$ cat src/rtl/change_dispenser_if.sv
// Change dispenser bus: request handshake, hopper status, eject lines and
// payout status. The master side is the vending controller / hopper
// wiring, the slave side is the change dispenser itself.
interface change_dispenser_if #(
    parameter int AMT_W = 8
) ();
    logic             req_valid;
    logic [AMT_W-1:0] req_amount;
    logic             req_ready;
    logic             empty5;
    logic             empty2;
    logic             empty1;
    logic             eject5;
    logic             eject2;
    logic             eject1;
    logic [AMT_W-1:0] remaining;
    logic [AMT_W-1:0] dispensed;
    logic             done;
    logic             short;

    modport master (
        output req_valid,
        output req_amount,
        input  req_ready,
        output empty5,
        output empty2,
        output empty1,
        input  eject5,
        input  eject2,
        input  eject1,
        input  remaining,
        input  dispensed,
        input  done,
        input  short
    );

    modport slave (
        input  req_valid,
        input  req_amount,
        output req_ready,
        input  empty5,
        input  empty2,
        input  empty1,
        output eject5,
        output eject2,
        output eject1,
        output remaining,
        output dispensed,
        output done,
        output short
    );
endinterface

$ cat src/rtl/change_dispenser.sv
// Change dispenser: accepts one change amount and pays it out greedily with
// 5, 2 and 1 zl coins, one coin at a time, pulsing the matching hopper
// eject line. Empty hoppers are skipped; if the amount cannot be covered
// the request ends with short set and the unpaid part left in remaining.
module change_dispenser #(
    parameter int AMT_W        = 8,
    parameter int PULSE_CYCLES = 4,
    parameter int GAP_CYCLES   = 4
) (
    input  logic              clk,
    input  logic              reset,
    change_dispenser_if.slave bus
);

    // Counter must hold the larger of the two phase lengths minus one.
    localparam int MAX_PHASE = (PULSE_CYCLES > GAP_CYCLES) ? PULSE_CYCLES : GAP_CYCLES;
    localparam int CNT_W     = (MAX_PHASE > 1) ? $clog2(MAX_PHASE) : 1;

    localparam logic [CNT_W-1:0] PULSE_LOAD = CNT_W'(PULSE_CYCLES - 1);
    localparam logic [CNT_W-1:0] GAP_LOAD   = CNT_W'(GAP_CYCLES - 1);

    typedef enum logic [2:0] {
        IDLE   = 3'd0,
        SELECT = 3'd1,
        PULSE  = 3'd2,
        GAP    = 3'd3,
        DONE   = 3'd4
    } state_t;

    state_t           state_reg;
    logic [CNT_W-1:0] cnt_reg;
    logic [2:0]       eject_reg;      // {5 zl, 2 zl, 1 zl}, one-hot or zero
    logic [AMT_W-1:0] coin_reg;       // value of the coin currently in flight
    logic [AMT_W-1:0] remaining_reg;
    logic [AMT_W-1:0] dispensed_reg;
    logic             done_reg;
    logic             short_reg;

    // Per-denomination view, index 0 = 1 zl, 1 = 2 zl, 2 = 5 zl.
    logic [2:0]       empty_vec;
    logic [2:0]       eligible;
    logic [2:0]       pick_onehot;
    logic [AMT_W-1:0] pick_value;

    assign empty_vec = {bus.empty5, bus.empty2, bus.empty1};

    // A denomination is usable when its hopper has coins and it fits in
    // what is still owed, so the later subtraction can never underflow.
    generate
        for (genvar gi = 0; gi < 3; gi++) begin : g_denom
            localparam logic [AMT_W-1:0] DENOM_VAL =
                (gi == 2) ? AMT_W'(5) : (gi == 1) ? AMT_W'(2) : AMT_W'(1);
            assign eligible[gi] = !empty_vec[gi] && (remaining_reg >= DENOM_VAL);
        end
    endgenerate

    // Greedy choice: largest eligible denomination wins.
    always_comb begin
        pick_onehot = 3'b000;
        pick_value  = '0;
        if (eligible[2]) begin
            pick_onehot = 3'b100;
            pick_value  = AMT_W'(5);
        end else if (eligible[1]) begin
            pick_onehot = 3'b010;
            pick_value  = AMT_W'(2);
        end else if (eligible[0]) begin
            pick_onehot = 3'b001;
            pick_value  = AMT_W'(1);
        end
    end

    // Payout sequencer: select coin, hold eject for the pulse time, then a
    // quiet gap before re-evaluating the greedy choice.
    always_ff @(posedge clk or posedge reset) begin
        if (reset) begin
            state_reg     <= IDLE;
            cnt_reg       <= '0;
            eject_reg     <= 3'b000;
            coin_reg      <= '0;
            remaining_reg <= '0;
            dispensed_reg <= '0;
            done_reg      <= 1'b0;
            short_reg     <= 1'b0;
        end else begin
            done_reg <= 1'b0;
            case (state_reg)
                IDLE: begin
                    if (bus.req_valid) begin
                        remaining_reg <= bus.req_amount;
                        dispensed_reg <= '0;
                        short_reg     <= 1'b0;
                        state_reg     <= SELECT;
                    end
                end

                SELECT: begin
                    if (remaining_reg == '0) begin
                        short_reg <= 1'b0;
                        done_reg  <= 1'b1;
                        state_reg <= DONE;
                    end else if (pick_onehot == 3'b000) begin
                        // Something is owed but no hopper can cover it.
                        short_reg <= 1'b1;
                        done_reg  <= 1'b1;
                        state_reg <= DONE;
                    end else begin
                        eject_reg <= pick_onehot;
                        coin_reg  <= pick_value;
                        cnt_reg   <= PULSE_LOAD;
                        state_reg <= PULSE;
                    end
                end

                PULSE: begin
                    if (cnt_reg == '0) begin
                        eject_reg     <= 3'b000;
                        remaining_reg <= remaining_reg - coin_reg;
                        dispensed_reg <= dispensed_reg + coin_reg;
                        cnt_reg       <= GAP_LOAD;
                        state_reg     <= GAP;
                    end else begin
                        cnt_reg <= cnt_reg - 1'b1;
                    end
                end

                GAP: begin
                    if (cnt_reg == '0) begin
                        state_reg <= SELECT;
                    end else begin
                        cnt_reg <= cnt_reg - 1'b1;
                    end
                end

                DONE: begin
                    state_reg <= IDLE;
                end

                default: begin
                    state_reg <= IDLE;
                    eject_reg <= 3'b000;
                end
            endcase
        end
    end

    assign bus.req_ready = (state_reg == IDLE);
    assign bus.eject5    = eject_reg[2];
    assign bus.eject2    = eject_reg[1];
    assign bus.eject1    = eject_reg[0];
    assign bus.remaining = remaining_reg;
    assign bus.dispensed = dispensed_reg;
    assign bus.done      = done_reg;
    assign bus.short     = short_reg;

endmodule

$ cat src/flat_wrapper.sv
// flat-port wrapper written by rule: the top's interface ports become plain ports
module change_dispenser_flat 
#(
    parameter int AMT_W        = 8,
    parameter int PULSE_CYCLES = 4,
    parameter int GAP_CYCLES   = 4
)
  (clk, reset, bus_req_valid, bus_req_amount, bus_req_ready, bus_empty5, bus_empty2, bus_empty1, bus_eject5, bus_eject2, bus_eject1, bus_remaining, bus_dispensed, bus_done, bus_short);
  change_dispenser_if #(.AMT_W(AMT_W)) bus_i ();
  input  logic clk;
  input  logic reset;
  input wire logic [$bits(bus_i.req_valid)-1:0] bus_req_valid;
  input wire logic [$bits(bus_i.req_amount)-1:0] bus_req_amount;
  output wire logic [$bits(bus_i.req_ready)-1:0] bus_req_ready;
  input wire logic [$bits(bus_i.empty5)-1:0] bus_empty5;
  input wire logic [$bits(bus_i.empty2)-1:0] bus_empty2;
  input wire logic [$bits(bus_i.empty1)-1:0] bus_empty1;
  output wire logic [$bits(bus_i.eject5)-1:0] bus_eject5;
  output wire logic [$bits(bus_i.eject2)-1:0] bus_eject2;
  output wire logic [$bits(bus_i.eject1)-1:0] bus_eject1;
  output wire logic [$bits(bus_i.remaining)-1:0] bus_remaining;
  output wire logic [$bits(bus_i.dispensed)-1:0] bus_dispensed;
  output wire logic [$bits(bus_i.done)-1:0] bus_done;
  output wire logic [$bits(bus_i.short)-1:0] bus_short;
  assign bus_i.req_valid = bus_req_valid;
  assign bus_i.req_amount = bus_req_amount;
  assign bus_req_ready = bus_i.req_ready;
  assign bus_i.empty5 = bus_empty5;
  assign bus_i.empty2 = bus_empty2;
  assign bus_i.empty1 = bus_empty1;
  assign bus_eject5 = bus_i.eject5;
  assign bus_eject2 = bus_i.eject2;
  assign bus_eject1 = bus_i.eject1;
  assign bus_remaining = bus_i.remaining;
  assign bus_dispensed = bus_i.dispensed;
  assign bus_done = bus_i.done;
  assign bus_short = bus_i.short;
  change_dispenser #(.AMT_W(AMT_W), .PULSE_CYCLES(PULSE_CYCLES), .GAP_CYCLES(GAP_CYCLES)) u_core (.clk(clk), .reset(reset), .bus(bus_i));
endmodule
$ cat config.mk
export PLATFORM = sky130hd
export DESIGN_NAME = change_dispenser_flat
export DESIGN_NICKNAME = d
export VERILOG_FILES = /design/src/rtl/change_dispenser_if.sv /design/src/rtl/change_dispenser.sv /design/src/flat_wrapper.sv
export SDC_FILE = /design/constraint.sdc
export NUM_CORES = 1
export LEC_CHECK = 0
export CORE_MARGIN = 1.5
export CORE_UTILIZATION = 46
export CTS_CLUSTER_DIAMETER = 120
export DETAILED_ROUTE_END_ITERATION = 10
export PLACE_DENSITY = 0.86
export SETUP_SLACK_MARGIN = 0.15
export SLEW_MARGIN = 5
export SYNTH_ARGS = -nofsm -noshare
export SYNTH_HDL_FRONTEND = slang
export SYNTH_SLANG_ARGS = --single-unit
$ cat constraint.sdc
create_clock -name clk -period 1.8 [get_ports clk]
set_input_delay 0.36 -clock clk [delete_from_list [all_inputs] [get_ports clk]]
set_output_delay 0.36 -clock clk [all_outputs]
set_load 0.01 [all_outputs]
After elaboration in Yosys (flattened, before gate mapping)
Cells that the tools add are included.
{"block": "totals", "in_bits": 14, "regBits": 34, "out_inout_bits": 22, "word_cells": 82}
{"block": "classes", "n_eq_ne": 11, "n_reduce_logical": 20, "bitwise": 3, "addsub": 3, "mux": 34, "order_cmp": 3}
{"cell": "$mux W8", "count": 6}
{"cell": "$pmux W8 S2", "count": 2}
{"cell": "$mux W3", "count": 10}
{"cell": "$pmux W3 S4", "count": 1}
{"cell": "$reduce_and A3 Y1", "count": 4}
{"cell": "$pmux W3 S3", "count": 1}
{"cell": "$add A8 B8 Y8", "count": 1}
{"cell": "$ge A8 B1 Y1 const B", "count": 1}
{"cell": "$ge A8 B2 Y1 const B", "count": 1}
{"cell": "$ge A8 B3 Y1 const B", "count": 1}
{"cell": "$logic_not A8 Y1", "count": 1}
{"cell": "$mux W1", "count": 8}
{"cell": "$mux W2", "count": 4}
{"cell": "$ne A2 B2 Y1 const B", "count": 4}
{"cell": "$reduce_and A4 Y1", "count": 2}
{"cell": "$sub A8 B8 Y8", "count": 1}
{"cell": "$eq A3 B2 Y1 const B", "count": 2}
{"cell": "$logic_not A3 Y1", "count": 2}
{"cell": "$pmux W2 S3", "count": 1}
{"cell": "$ne A2 B1 Y1 const B", "count": 2}
{"cell": "$reduce_bool A2 Y1", "count": 2}
{"cell": "$eq A3 B1 Y1 const B", "count": 1}
{"cell": "$eq A3 B3 Y1 const B", "count": 1}
{"cell": "$logic_and A1 B1 Y1", "count": 3}
{"cell": "8 further kinds", "count": 12}

Logic depth before layout (Yosys ltp)
{"block": "logic_depth", "word_depth": 9, "depth_mapped": 8}

Worst setup path before layout
OpenSTA, ideal clock, no wires.
{"block": "synth_timing", "path_kind": "reg-to-reg", "from": "register u_core.remaining_reg[1], in the netlist u_core.bus.remaining[1]", "to": "register u_core.remaining_reg[5], in the netlist u_core.bus.remaining[5]", "required_time_ps": 1710, "synth_period_minus_slack_ps": 1966, "arrival_ps": 1876, "path_stages_with_launch": 7, "setup_slack_ps": -166, "n_path_buf": 0, "path_cell_list": "dfrtp_1 -> ha_1 -> nor2b_1 -> o21ai_0 -> or3b_1 -> o41a_1 -> o221ai_1"}
{"block": "synth_between", "elab_chain_len": 3}
{"element": "start, declared", "line_no": "change_dispenser.sv:34", "rtl": "logic [AMT_W-1:0] remaining_reg;"}
{"element": "start signal, assigned", "line_no": "change_dispenser.sv:90", "rtl": "remaining_reg <= bus.req_amount;"}
{"element": "start signal, assigned", "line_no": "change_dispenser.sv:118", "rtl": "remaining_reg <= remaining_reg - coin_reg;"}
{"element": "$sub A8 B8 Y8", "line_no": "change_dispenser.sv:118"}
{"element": "$mux W8", "line_no": "change_dispenser.sv:116", "rtl": "if (cnt_reg == '0) begin"}
{"element": "$pmux W8 S2", "line_no": "change_dispenser.sv:87", "rtl": "case (state_reg)"}
No other way between the ends. The select of a mux whose other input is x is not followed.
A chain may end at the register's enable or synchronous reset.

Worst setup path in the final report
{"block": "layout_timing", "from": "register u_core.coin_reg[1]", "to": "register u_core.remaining_reg[5], in the netlist u_core.bus.remaining[5]"}
{"block": "layout_between", "elab_chain_len": 3}
{"element": "start, declared", "line_no": "change_dispenser.sv:33", "rtl": "logic [AMT_W-1:0] coin_reg;"}
{"element": "start signal, assigned", "line_no": "change_dispenser.sv:109", "rtl": "coin_reg <= pick_value;"}
{"element": "$sub A8 B8 Y8", "line_no": "change_dispenser.sv:118"}
{"element": "$mux W8", "line_no": "change_dispenser.sv:116"}
{"element": "$pmux W8 S2", "line_no": "change_dispenser.sv:87"}
No other way between the ends. The select of a mux whose other input is x is not followed.

==> out/metrics.csv <==
stage;metric;value;unit
route;m1WireLength;2.32;mm
floorplan;fp.dieArea;4250;µm²
clock_tree;clk_path_buf_depth;2;
grt;grt.overflow.total;0;
logic_synthesis;yosys_warnings;0;
layout;drive_gt1_share;41.6;%
grt;grt_pass1_vias;1773;
floorplan;die_h;65.2;µm
logic_synthesis;synth-edff-count;0;
route;drt-total-wl;5.72;mm
power_and_ir_drop;cellLeakagePower;0.00129;µW
outcome;status;finished with violations;
sta;final.period_utilization;110;%
sta;fmax;506;MHz
grt;grt_pass1_wl;8.10;mm
layout;syn_to_final_growth;64.2;%
route;drt_iter0_markers;130;
logic_synthesis;synth.largest_area_cell;dfrtp_1;
critical_path;crit_arrival;2.17;ns
power_and_ir_drop;pwr-share-clk;10.4;%
critical_path;crit_end;u_core.bus.remaining[5]$_DFFE_PP0P_;
place;port_buffers;35;
critical_path;critical_path_depth;7;
layout;nFillCells;226;
critical_path;cp_max_fo;3;
grt;antenna_found_initial;0;
sta;worst_pin_slew;0.506;ns
sta;finalHoldViolCount;0;
critical_path;r2r_start;u_core.coin_reg[1]$_DFFE_PP0P_;
route;firstDrtPassIters;4;
critical_path;critPathMaxStageDelay;0.41;ns
sta;setup_viol;12;
clock_tree;cts_made_buffers;5;
sta;slew_headroom;66.1;%
floorplan;rows;22;
clock_tree;cts_tree;done;
power_and_ir_drop;pwr-share-seq;21.6;%
logic_synthesis;synth_seq_area_share;40.8;%
route;wl_met3;303;µm
floorplan;io_pins;36;
logic_synthesis;async_flop_share;100;%
critical_path;cp-start-kind;flip-flop;
power_and_ir_drop;p_int;3080;µW
logic_synthesis;synth_area_leaders;dfrtp_1, o21ai_0, ha_1;
sta;setup_ws;-0.175;ns
grt;grt_max_degree;30;
critical_path;slowest_stage;or3b_4;
worst_hold_path;hold_class;in -> async;
grt;grt_use_total;25.0;%
sta;rsz0062_at_grt;true;
logic_synthesis;synth-seq-cells;29;
layout;utilization;79.3;%
sta;setup_tns;-0.989;ns
layout;antennaDiodeCount;0;
logic_synthesis;yosys-top-cells-count;dfrtp_1, nand2_1, o21ai_0;
route;vias;1883;
place;place_ws;-0.176;ns
layout;final_area;2920;µm²
route;viasPerCell;5.72;
run;max_cap_violations;0;
power_and_ir_drop;swShare;43.0;%
clock_tree;htree_levels;2;
critical_path;reg2reg_slack;-0.17;ns
route;wire_per_inst;17.4;µm
critical_path;crit_required;2.00;ns
logic_synthesis;ys_types;46;
route;detail-route-antenna-nets;0;
place;dpl-instance-area;2420;µm²
logic_synthesis;yosysTopAreaCellShare;40.8;%
clock_tree;numClockSinks;29;
critical_path;path_delay_family;compound AO/OA/AOI/OAI gates;
outcome;violations;negative setup slack;
route;route.met2.wl;2.95;mm
critical_path;critPathKind;reg -> reg;
floorplan;dieWidth;65.2;µm
sta;skew;0.00444;ns
sta;min_period;1.97;ns
clock_tree;cts-root-buf;clkbuf_8;
floorplan;coreArea;3690;µm²
critical_path;reg2reg_depth;7;
logic_synthesis;synth_ff_type;dfrtp_1;
logic_synthesis;synthCells;194;
sta;maxSlewViolCount;0;
place;routabilityCongestion;0.907;
route;route.detailed.drc;0;
route;top_layer_used;met4;
critical_path;crit_buf_inv;1;
power_and_ir_drop;power_density;1850;nW/µm²
logic_synthesis;synth.most_common_cell;dfrtp_1;
logic_synthesis;synth_fp_nets;217;
critical_path;path_cells;inv_2 -> ha_1 -> nor2b_1 -> o21ai_2 -> or3b_4 -> o41a_1 -> o221ai_1;
clock_tree;path_clk_slew;0.06;ns
power_and_ir_drop;peakVddDrop;1.17;mV
power_and_ir_drop;switchingPower;2330;µW
critical_path;r2r-end;u_core.bus.remaining[5]$_DFFE_PP0P_;
critical_path;critPathLaunch;u_core.coin_reg[1]$_DFFE_PP0P_;
clock_tree;postCtsHoldBufs;0;
floorplan;start_util;48.3;%
power_and_ir_drop;combPwrFrac;68.0;%
layout;nNetsFinal;303;
critical_path;critPathCaptureType;flip-flop;
place;dp_hpwl;3.26;mm
clock_tree;clk_latency;0.29;ns
logic_synthesis;syn_area_per_cell;9.18;µm²
logic_synthesis;synth_area;1780;µm²
-- kinds of logic after synthesis --
family                     synth area share, %
DFF                                       40.8
buffers and inverters                     4.85
and+or+nand+nor                           20.6
xor gates and xnor gates                  1.48
adders and majority gates                 7.17
AOI/OAI and AO/OA                         25.2
-- metrics by stage --
step	std cells	power [µW]	hold slack [ns]
after floorplan	194	2680	0.438
after global placement	303	3770	0.462
after detailed placement	303	3850	0.480
after CTS	317	4670	0.461
after global routing	329	5760	0.496
final	329	5410	0.454
-- power by group through the flow --
stage | Clock (µW) | Sequential, µW | Combinational (µW)
after floorplan | 0 | 1260 | 1420
after global placement | 0 | 1140 | 2630
after detailed placement | 0 | 1160 | 2700
after CTS | 565 | 1160 | 2940
after global routing | 602 | 1190 | 3960
final | 561 | 1170 | 3680
-- layout by cell type, fill, tap and decap left out, types with 6 or more instances in the layout --
master and n:
buf_4 43, clkdlybuf4s50_1 25, a21oi_1 10, o21ai_2 7, clkbuf_8 6, buf_6 6
dfrtp_1 24, o21ai_1 9, dlygate4sd2_1 8, nor2_1 12, nand2_1 20, inv_1 9
-- worst register-to-register path: stages, from the launching register on --
cell and delay, ns:
dfrtp_1 0.37, inv_2 0.06, ha_1 0.28, nor2b_1 0.15, o21ai_2 0.15, or3b_4 0.41, o41a_1 0.31, o221ai_1 0.15
-- final cells by class --
class,instances,area (µm²),area share (%)
Sequential cell,29,732,25.0
Inverter,12,45.0,1.54
Tap cell,48,60.1,2.05
Clock buffer,8,90.1,3.08
Multi-Input combinational cell,146,1220,41.8
Timing Repair Buffer,86,776,26.5
-- worst min-delay path by stage --
stage	from	to	slack [ns]	cells after the start
after floorplan	reset	u_core.bus.dispensed[0]$_DFFE_PP0P_	0.44	1
after global placement	u_core.bus.dispensed[7]$_DFFE_PP0P_	u_core.bus.dispensed[7]$_DFFE_PP0P_	0.46	1
after detailed placement	u_core.bus.dispensed[7]$_DFFE_PP0P_	u_core.bus.dispensed[7]$_DFFE_PP0P_	0.48	1
after CTS	reset	u_core.bus.dispensed[1]$_DFFE_PP0P_	0.46	3
after global routing	reset	u_core.bus.dispensed[1]$_DFFE_PP0P_	0.50	3
final	reset	u_core.bus.dispensed[1]$_DFFE_PP0P_	0.45	3
-- repair_timing --
item                                    in CTS  in global routing
endpoints found under the hold margin        0                  0
setup buffers                                6                 12
endpoints found under the setup margin      30                 33
gates resized for setup                     45                 39
pin swaps                                   13                 21
-- metal layers --
layer / vias to the layer above / GRT usage, %
li1: 880 / -
met1: 923 / 32.4
met2: 67 / 39.8
met3: 13 / 5.65
met4: 0 / 11.2
met5: - / 0
Power figures use the tool's default switching activity.
